`src/rtl/amo_req_initiator.sv`:
```
`default_nettype none
// ============================================================================
// Module      : amo_req_initiator
// Description : Core-side initiator for a TCDM bank port with atomic support.
//               It accepts one 32-bit request at a time and places it in the
//               correct lane of a DataWidth-wide bank word. It drives the
//               req/gnt handshake and captures read data or the AMO old value.
//               It returns a 32-bit response. Malformed AMOs are rejected
//               without any bank access, and a grant wait that runs too long
//               is aborted with an error.
// Revision    : 1.0 - initial release
// ============================================================================
module amo_req_initiator #(
  parameter int AddrWidth    = 32,
  parameter int AddrMemWidth = 32,
  parameter int DataWidth    = 64,
  parameter int MaxGntWait   = 255
) (
  input  logic                     clk_i,
  input  logic                     rst_i,
  input  logic                     req_valid_i,
  output logic                     req_ready_o,
  input  logic [AddrWidth-1:0]     req_addr_i,
  input  logic [3:0]               req_amo_i,
  input  logic                     req_we_i,
  input  logic [31:0]              req_wdata_i,
  input  logic [3:0]               req_be_i,
  output logic                     rsp_valid_o,
  input  logic                     rsp_ready_i,
  output logic [31:0]              rsp_rdata_o,
  output logic                     rsp_err_o,
  output logic                     bank_req_o,
  input  logic                     bank_gnt_i,
  output logic [AddrMemWidth-1:0]  bank_add_o,
  output logic [3:0]               bank_amo_o,
  output logic                     bank_wen_o,
  output logic [DataWidth-1:0]     bank_wdata_o,
  output logic [DataWidth/8-1:0]   bank_be_o,
  input  logic [DataWidth-1:0]     bank_rdata_i,
  output logic                     busy_o
);

  localparam int BE_WIDTH  = DataWidth / 8;
  localparam int OFF_WIDTH = $clog2(BE_WIDTH);
  localparam int CNT_WIDTH = (MaxGntWait > 0) ? $clog2(MaxGntWait + 1) : 1;

  localparam logic [1:0] IDLE = 2'd0;
  localparam logic [1:0] REQ  = 2'd1;
  localparam logic [1:0] DATA = 2'd2;
  localparam logic [1:0] RSP  = 2'd3;

  logic [1:0]              state;
  logic [CNT_WIDTH-1:0]    wait_cnt;
  logic                    upper;
  logic                    upper_next;
  logic [AddrWidth-1:0]    addr_shifted;
  logic [AddrMemWidth-1:0] add_next;
  logic [DataWidth-1:0]    wdata_next;
  logic [BE_WIDTH-1:0]     be_next;
  logic [31:0]             rdata_word;
  logic                    is_amo;
  logic                    req_err;
  logic                    timeout_hit;

  assign addr_shifted = req_addr_i >> OFF_WIDTH;

  // The word address either drops surplus upper address bits or gets
  // zero-extended, depending on which side is wider.
  if (AddrMemWidth <= AddrWidth) begin : g_add_trunc
    assign add_next = addr_shifted[AddrMemWidth-1:0];
  end else begin : g_add_ext
    assign add_next = {{(AddrMemWidth - AddrWidth){1'b0}}, addr_shifted};
  end

  // Lane mapping. A 64-bit bank holds two 32-bit lanes, selected by address
  // bit 2. Write data is replicated so that the byte enables alone pick the
  // lane.
  if (DataWidth == 64) begin : g_dw64
    assign upper_next = req_addr_i[2];
    assign wdata_next = {req_wdata_i, req_wdata_i};
    assign be_next    = upper_next ? {req_be_i, 4'h0} : {4'h0, req_be_i};
    assign rdata_word = upper ? bank_rdata_i[63:32] : bank_rdata_i[31:0];
  end else if (DataWidth == 32) begin : g_dw32
    assign upper_next = 1'b0;
    assign wdata_next = req_wdata_i;
    assign be_next    = req_be_i;
    assign rdata_word = bank_rdata_i;
  end else begin : g_dw_bad
    $fatal(1, "amo_req_initiator: DataWidth must be 32 or 64");
  end

  // AMOs must be word-aligned full-word operations. CAS (0xA) and undefined
  // codes cannot be served on this port.
  assign is_amo  = (req_amo_i != 4'h0);
  assign req_err = is_amo && ((req_addr_i[1:0] != 2'b00) ||
                              (req_be_i != 4'hF) ||
                              (req_amo_i >= 4'hA));

  assign timeout_hit = (MaxGntWait != 0) &&
                       ((wait_cnt + CNT_WIDTH'(1)) == CNT_WIDTH'(MaxGntWait));

  assign req_ready_o = (state == IDLE);
  assign bank_req_o  = (state == REQ);
  assign rsp_valid_o = (state == RSP);
  assign busy_o      = (state != IDLE);

  // Transaction sequencer: it latches the fields at accept, runs the
  // grant/data phases and holds the response until it is taken.
  always_ff @(posedge clk_i or posedge rst_i) begin
    if (rst_i) begin
      state        <= IDLE;
      wait_cnt     <= '0;
      upper        <= 1'b0;
      bank_add_o   <= '0;
      bank_amo_o   <= 4'h0;
      bank_wen_o   <= 1'b0;
      bank_wdata_o <= '0;
      bank_be_o    <= '0;
      rsp_rdata_o  <= 32'h0;
      rsp_err_o    <= 1'b0;
    end else begin
      case (state)
        IDLE: begin
          if (req_valid_i) begin
            bank_add_o   <= add_next;
            bank_amo_o   <= req_amo_i;
            bank_wen_o   <= req_we_i & ~is_amo;
            bank_wdata_o <= wdata_next;
            bank_be_o    <= be_next;
            upper        <= upper_next;
            rsp_rdata_o  <= 32'h0;
            wait_cnt     <= '0;
            rsp_err_o    <= req_err;
            state        <= req_err ? RSP : REQ;
          end
        end
        REQ: begin
          if (bank_gnt_i) begin
            // Stores have no read data, so they skip the capture cycle.
            state <= bank_wen_o ? RSP : DATA;
          end else if (timeout_hit) begin
            rsp_err_o <= 1'b1;
            state     <= RSP;
          end else if (MaxGntWait != 0) begin
            wait_cnt <= wait_cnt + CNT_WIDTH'(1);
          end
        end
        DATA: begin
          rsp_rdata_o <= rdata_word;
          state       <= RSP;
        end
        RSP: begin
          if (rsp_ready_i) begin
            state <= IDLE;
          end
        end
        default: state <= IDLE;
      endcase
    end
  end

endmodule
`default_nettype wire

```
`config.mk`:
```
export PLATFORM = sky130hd
export DESIGN_NAME = amo_req_initiator
export DESIGN_NICKNAME = d
export VERILOG_FILES = /design/src/rtl/amo_req_initiator.sv
export SDC_FILE = /design/constraint.sdc
export NUM_CORES = 1
export LEC_CHECK = 0
export ABC_AREA = 1
export BUFFER_PORTS_ARGS = -buffer_cell sky130_fd_sc_hd__buf_2
export CAP_MARGIN = 20
export CORE_AREA = 2 2 112 114
export DETAILED_ROUTE_END_ITERATION = 8
export DIE_AREA = 0 0 114 116
export PLACE_DENSITY_LB_ADDON = 0.05
export SLEW_MARGIN = 20
export SYNTH_ARGS = -nofsm -noshare
export SYNTH_HDL_FRONTEND = slang
export SYNTH_SLANG_ARGS = --single-unit
```
`constraint.sdc`:
```
create_clock -name clk_i -period 12.1 [get_ports clk_i]
set_input_delay 3.025 -clock clk_i [delete_from_list [all_inputs] [get_ports clk_i]]
set_output_delay 3.025 -clock clk_i [all_outputs]
set_load 0.005 [all_outputs]
```
==> results of run 1 <==
final cells by class:
cell class,count,area [sq um],share of cell area [%]
clock buffer,25,515,7.04
clock inverter,7,91.3,1.25
inverter,23,90.1,1.23
multi-input combinational,416,2040,27.9
sequential,118,2950,40.4
tap,147,184,2.51
timing repair buffer,286,1440,19.7
sequential cells by signal (all words and copies together) (netlist names):
signal        cells
state             2
rsp_rdata_o      32
bank_be_o         8
bank_wdata_o     32
bank_add_o       29
rsp_err_o         1
bank_amo_o        4
upper             1
wait_cnt          8
bank_wen_o        1
cells in the final DEF, fill, tap and decap left out, types with 2 or more instances in the layout:
cell type	count
buf_2	284
nand2_1	246
dfrtp_1	117
nand3_1	47
o21ai_0	43
mux2i_1	32
inv_1	20
clkbuf_16	17
nor2_1	11
ha_1	6
clkbuf_8	6
nand2_2	5
clkinv_2	4
nor2_2	4
o31ai_1	4
nand4_1	3
conb_1	3
nand2_4	2
o21bai_1	2
nor2_4	2
clkbuf_1	2
bufinv_16	2
buf_6	2
worst min-delay path by stage:
| stage | startpoint | end | slack [ns] | cells after the start |
|---|---|---|---|---|
| after floorplan | rsp_err_o | rsp_err_o | 0.46 | 2 |
| after global placement | bank_add_o[24] | bank_add_o[24] | 0.46 | 2 |
| after detailed placement | bank_add_o[1] | bank_add_o[1] | 0.46 | 2 |
| after CTS | bank_add_o[1] | bank_add_o[1] | 0.48 | 2 |
| after global routing | bank_add_o[23] | bank_add_o[23] | 0.49 | 2 |
| final | bank_add_o[17] | bank_add_o[17] | 0.47 | 2 |
logic make-up (layout without fill, tap and decap cells):
group                    count (synthesis)  count (layout)  share of synthesized area [%]
AND/OR/NAND/NOR                        322             322                           24.5
multiplexers                            32              32                           5.89
XOR/XNOR                                 1               1                          0.161
AO/OA/AOI/OAI                           52              52                           5.20
buffers and inverters                   87             341                           8.55
flip-flops                             118             118                           54.3
adder cells (fa/ha/maj)                  6               6                           1.38
other                                    1               3                         0.0689
worst max-delay path: cells and delay by family, from the launching register on:
kind / cells / cell delay [ns]
buffers and inverters: 3 / 0.45
DFF: 1 / 0.44
adders and majority gates: 1 / 0.27
power breakdown:
part | leakage [nW] | switching, mW | internal (mW) | total [mW]
Sequential | 1.50 | 0.131 | 0.566 | 0.697
Combinational | 2.37 | 0.369 | 0.301 | 0.670
Clock | 0.299 | 0.170 | 0.335 | 0.505
Total | 4.17 | 0.670 | 1.20 | 1.87
metal layers:
metal	vias up	track usage, %	routed length (um)
li1	2422	-	-
met3	22	6.43	1050
met4	0	8.46	256
met5	-	0	0
met1	2249	27.6	6140
met2	204	37.6	7340
==> impl_metrics.toml, run 1 <==
[synth]
synth.area.top_cells = "dfrtp_1 (54%), nand2_1 (17%), mux2i_1 (5.9%), buf_4 (4.8%), nand3_1 (4.3%)"
synth_top_area_share_pct = 54.3
synth.cell_area_sq_um = 5440
ys_seq_area_share_pct = 54.3
synthTopCellsByCount = "nand2_1 (248), dfrtp_1 (118), nand3_1 (47), o21ai_0 (43), buf_4 (35)"
yosys_most_used_dff = "dfrtp_1"
syn_area_per_cell_sq_um = 8.79
synth_top_area_cell = "dfrtp_1"
async_reset_ff_share_pct = 100
yosysMostFrequentCell = "nand2_1"
synthCells = 619
ys_seq_elements = 118
synth.distinct_cells = 27
synth_edf_count = 0
ys_warn_count = 0

[route]
firstDrtPassIters = 6
wl_per_cell_um = 14.5
drt-vias-per-instance = 4.79
drt-total-wl_um = 14800
antenna_left = 0
drc = 0
dr.first_iter.drc_count = 237
routed-via-count = 4897

[clock_tree]
root_buffer = "clkbuf_16"
tritoncts = "done"
clk_latency_ns = 0.40
cts.sinks = 118
clkSlewWorstSetupHoldPaths_ns = 0.05
htreeDepth = 4
hold_buffers = 0
cts_resized = 0
cts_max_path_buffers = 2
cts_buffers = 17
cts_setup_buffers = 0

[sta]
setup_viol = 0
worst_pin_slew_ns = 0.908
rsz0062_at_grt = "false"
setup_ws_ns = 7.50
fin_crit_sh_pct = 38.0
slew_headroom_pct = 39.4
fmax_mhz = 217
skew_ns = 0.00619
hold_viol = 0
fin_setup_tns_ns = 0
hold_slack_ns = 0.472
report.final.slew_viol_count = 0
fin_crit_ns = 4.60

[finish]
syn2layout_area_growth_pct = 34.5
nets = 1010
nFillCells = 1059
drive_gt1_share_pct = 38.3
n_antenna_cell = 0
final_cells = 1022
final_cell_area_sq_um = 7320
final_util_pct = 61.4

[flow_run]
maxCapViolCount = 0

[worst_setup_path]
cpPeakStageDelay_ns = 0.44
endpoint = "busy_o"
worstReg2RegEnd = "rsp_rdata_o[31]"
crit_path_max_fanout = 7
startpoint_type = "register"
worstPathRequired_ns = 9.07
slowest_stage = "dfrtp_1"
ff2ff_path_depth = 7
cp-startpoint = "state[0]"
critical_path_class = "register to primary output"
timing.rr.start = "state[0]"
cp-end-kind = "primary output"
regToRegSetupSlack_ns = 9.86
crit_arrival_ns = 1.57
cp_cell_sequence = "inv_1 -> ha_1 -> inv_1 -> buf_2"
cp_common_cell = "inv_1"

[power]
finalPower_mw = 1.87
power_leakage_nw = 4.17
powerDensity_nw_per_um2 = 256
irDropWorstVdd_uv = 113

[place]
place_congestion = 0.814
hpwl_um = 10700
dp.cells = 990
dpl_cell_area_sq_um = 6700
place_ws_ns = 7.47
port-buffer-count = 284

[die]
die_area_sq_um = 13200
die_w_um = 114
core_area_sq_um = 11900
start_util_pct = 45.7
placementRows = 40
die_h_um = 116
io_pins = 288

[grt]
grt_usage_pct = 22.4
grt_pass1_wl_um = 22900
grt_max_degree = 115
grt_overflow = 0
grt_pass1_vias = 4654
antenna_found_initial = 0

[outcome]
outcome = "finished, final reports clean"

[hold_path]
hold_path_class = "register to register"
Note: power is estimated with default switching activity, not from simulation.
==> run 2, diff against run 1 <==
Settings changed: CORE_AREA 2 2 112 114 to default, CORE_UTILIZATION from default to 41, DIE_AREA 0 0 114 116 to default.
Clock period 12.1 ns to 4.2 ns, I/O delays scaled along.
==> impl_metrics.toml, run 2 (synthesis gave the netlist of run 1 again) <==
[clock_tree]
cts.sinks = 118
cts_max_path_buffers = 2
hold_buffers = 0
cts_resized = 0
clkSlewWorstSetupHoldPaths_ns = 0.05
cts_buffers = 17
cts_setup_buffers = 0
tritoncts = "done"
htreeDepth = 4
clk_latency_ns = 0.41
root_buffer = "clkbuf_16"

[worst_setup_path]
cp.depth = 4
slowest_stage = "dfrtp_1"
regToRegSetupSlack_ns = 1.92
crit_path_max_fanout = 7
worstPathRequired_ns = 3.15
startpoint_type = "register"
timing.rr.start = "state[0]"
critical_path_buf_inv_count = 3
cp_cell_sequence = "inv_1 -> ha_1 -> inv_1 -> buf_2"
critical_path_class = "register to primary output"
cp-end-kind = "primary output"
cpPeakStageDelay_ns = 0.43
crit_arrival_ns = 1.57
cp_common_cell = "inv_1"
cp-startpoint = "state[0]"
worstReg2RegEnd = "rsp_rdata_o[7]"
critPathTopFamily = "buffers and inverters"
ff2ff_path_depth = 7
endpoint = "busy_o"

[die]
start_util_pct = 42.6
core_area_sq_um = 12800
die_h_um = 117
die_area_sq_um = 13700
io_pins = 288
die_w_um = 117
placementRows = 41

[grt]
grt_usage_pct = 22.0
antenna_found_initial = 0
grt_max_degree = 111
grt_pass1_wl_um = 23000
grt_overflow = 0
grt_pass1_vias = 4784

[place]
hpwl_um = 10800
dp.cells = 1016
place_congestion = 0.844
place_ws_ns = 1.64
port-buffer-count = 284

[hold_path]
hold_path_class = "register to register"

[finish]
layout_common_cells = "buf_2 (284), nand2_1 (246), dfrtp_1 (117)"
drive_gt1_share_pct = 37.8
final_util_pct = 57.4
nets = 1011
final_cells = 1048
final_common_cell = "buf_2"
nFillCells = 1203
n_antenna_cell = 0
reg_top3 = "bank_wdata_o (32), rsp_rdata_o (32), bank_add_o (29)"
syn2layout_area_growth_pct = 34.7

[sta]
fin_crit_sh_pct = 62.5
slew_headroom_pct = 37.2
worst_pin_slew_ns = 0.940
fin_crit_ns = 2.62
fin_setup_tns_ns = 0
setup_ws_ns = 1.58
fmax_mhz = 381
hold_viol = 0
rsz0062_at_grt = "false"
setup_viol = 0
report.final.slew_viol_count = 0
skew_ns = 0.00983

[power]
switching_share_pct = 36.0
p_comb_share_pct = 36.5
power.share.clock_pct = 25.9
p_int_mw = 3.41
switchingPower_mw = 1.92
power_leakage_nw = 4.16
finalPower_mw = 5.32
pwr-share-seq_pct = 37.6
powerDensity_nw_per_um2 = 726
irDropWorstVdd_uv = 312

[outcome]
outcome = "finished, final reports clean"

[route]
wl_per_cell_um = 14.4
drt-vias-per-instance = 4.76
dr.first_iter.drc_count = 200
firstDrtPassIters = 6
routed-via-count = 4991
drc = 0
drt-total-wl_um = 15100
antenna_left = 0

[flow_run]
maxCapViolCount = 0
run 2: how the worst min path moves through the flow:
stage                               end  cells past startpoint  slack [ns]           from
after CTS                 bank_add_o[1]                      2        0.48  bank_add_o[1]
after detailed placement  bank_add_o[5]                      2        0.46  bank_add_o[5]
after global routing      bank_add_o[5]                      2        0.49  bank_add_o[5]
after floorplan               rsp_err_o                      2        0.46      rsp_err_o
after global placement    bank_add_o[0]                      2        0.46  bank_add_o[0]
final                     bank_add_o[1]                      2        0.47  bank_add_o[1]
run 2: metal layers:
layer / part of all wire (%) / vias to the layer above / track usage [%]
met5: 0 / - / 0
met4: 2.2 / 0 / 9.11
met3: 7.0 / 22 / 6.59
met2: 50 / 190 / 37.8
met1: 41 / 2355 / 25.4
li1: - / 2424 / -
run 2: cell type report:
cell class	instances	area, sq um	area share, %
multi-input cells	416	2040	27.8
flip-flops and latches	118	2950	40.3
well taps	172	215	2.94
clock buffers	30	534	7.29
inverters	23	91.3	1.25
clock inverters	2	35.0	0.478
repair buffers	287	1460	19.9
run 2: stage by stage:
stage | hold WS [ns] | instance area, sq um
floorplan | 0.464 | 5450
global placement | 0.459 | 6750
detailed placement | 0.460 | 6750
CTS | 0.475 | 7320
global route | 0.494 | 7330
finish | 0.474 | 7330
run 2: worst reg2reg max path, delay by kind of cell, from the launching register on:
family,cells,cell delay (ns)
AOI/OAI and AO/OA,1,0.26
adders and majority gates,1,0.26
DFF,1,0.43
buffers and inverters,3,0.36
and+or+nand+nor,2,0.81
run 2: power by group through the flow:
stage	Combinational [mW]	Clock, mW	Sequential [mW]
final	1.94	1.38	2.00
after global routing	2.23	1.46	2.08
after CTS	1.97	1.41	2.01
after detailed placement	1.97	0	2.01
after global placement	1.92	0	2.00
after floorplan	1.23	0	1.96
==> run 3, diff against run 2 <==
Settings changed: CORE_UTILIZATION 41 to 45.
Clock period 4.2 ns to 2.55 ns, I/O delays scaled along.
==> impl_metrics.toml, run 3 (synthesis gave the netlist of run 1 again) <==
[worst_setup_path]
worstPathRequired_ns = 1.91
crit_path_max_fanout = 7
startpoint_type = "register"
critical_path_class = "register to primary output"
cp-startpoint = "state[0]"
cp_common_cell = "inv_1"
cp_cell_sequence = "inv_1 -> ha_1 -> inv_1 -> buf_2"
cp-end-kind = "primary output"
crit_arrival_ns = 1.53
timing.rr.start = "state[1]"
slowest_stage = "dfrtp_1"
cpPeakStageDelay_ns = 0.43
regToRegSetupSlack_ns = 0.67

[grt]
grt_max_degree = 88
antenna_found_initial = 0
grt_pass1_vias = 4727
grt_pass1_wl_um = 23900
grt_usage_pct = 24.4
grt_overflow = 0

[flow_run]
maxCapViolCount = 0

[power]
power_leakage_nw = 4.20
powerDensity_nw_per_um2 = 1220
irDropWorstVdd_uv = 517

[route]
drc = 13
drt-total-wl_um = 14700
wl_per_cell_um = 14.4
dr.first_iter.drc_count = 256
antenna_left = 0
drt-vias-per-instance = 4.76
routed-via-count = 4870
firstDrtPassIters = 7

[sta]
fin_crit_ns = 2.17
setup_ws_ns = 0.385
fmax_mhz = 462
fin_setup_tns_ns = 0
skew_ns = 0.00849
report.final.slew_viol_count = 0
worst_pin_slew_ns = 0.875
rsz0062_at_grt = "false"
setup_viol = 0
fin_crit_sh_pct = 84.9
slew_headroom_pct = 41.6
hold_viol = 0

[die]
die_w_um = 112
start_util_pct = 46.9
core_area_sq_um = 11600
die_h_um = 112
placementRows = 39
die_area_sq_um = 12500
io_pins = 288

[hold_path]
hold_path_class = "input pin to asynchronous set/reset pin"

[finish]
n_antenna_cell = 0
nets = 1015
final_util_pct = 63.6
reg_top3 = "bank_wdata_o (32), rsp_rdata_o (32), bank_add_o (29)"
final_common_cell = "buf_2"
final_cell_area_sq_um = 7390
drive_gt1_share_pct = 38.4
nFillCells = 1009
syn2layout_area_growth_pct = 35.7
layout_common_cells = "buf_2 (284), nand2_1 (247), dfrtp_1 (117)"

[clock_tree]
tritoncts = "done"
cts_setup_buffers = 0
cts_resized = 0
hold_buffers = 0
clk_latency_ns = 0.41
cts.sinks = 118
cts_buffers = 17
htreeDepth = 4
clkSlewWorstSetupHoldPaths_ns = 0.05
cts_max_path_buffers = 2
root_buffer = "clkbuf_16"

[place]
place_ws_ns = 0.684
place_congestion = 0.787
hpwl_um = 10700
dpl_cell_area_sq_um = 6760
port-buffer-count = 284

[outcome]
violations = "DRC"
outcome = "finished, violations left"
[run 3: worst paths after layout]
kind	end	cells after the start
worst max-delay path	busy_o	4
worst min-delay path	bank_wdata_o[32]	3
worst max register to register	wait_cnt[4]	8
worst min register to register	bank_add_o[25]	2
max in group asynchronous	rsp_rdata_o[1]	3
min in group clk_i	bank_add_o[7]	3
[run 3: layer usage]
metal | global-route usage (%) | routed length, um | vias to the layer above | part of all wire (%)
met5 | 0 | 0 | - | 0
met4 | 7.20 | 148 | 0 | 1.0
met3 | 5.77 | 783 | 11 | 5.3
met2 | 41.2 | 7500 | 181 | 51
met1 | 31.2 | 6280 | 2244 | 43
li1 | - | - | 2434 | -
[run 3: power breakdown]
group / switching [mW] / leakage (nW) / total, mW / internal [mW]
logic: 1.76 / 2.40 / 3.23 / 1.47
registers: 0.611 / 1.50 / 3.30 / 2.69
clock network: 0.810 / 0.307 / 2.51 / 1.71
total: 3.18 / 4.20 / 9.04 / 5.86
[run 3: final cells by class]
cell class                 instances  area, sq um  share of cell area (%)
timing repair buffer             291         1500                    20.3
sequential                       118         2950                    40.0
clock inverter                     9          148                    2.00
multi-input combinational        416         2040                    27.6
clock buffer                      23          478                    6.47
inverter                          23         90.1                    1.22
tap                              143          179                    2.42
[run 3: metrics by stage]
stage,cells,power (mW),hold WS (ns)
after floorplan,621,5.25,0.464
after global placement,991,6.49,0.458
after CTS,1023,9.14,0.341
after detailed placement,991,6.58,0.460
final,1023,9.04,0.336
after global routing,1023,9.69,0.362
[run 3: worst max-delay path, delay by kind of cell (launching register included)]
kind / cells / cell delay [ns]
flops: 1 / 0.43
buf+inv: 3 / 0.42
fa+ha+maj: 1 / 0.27
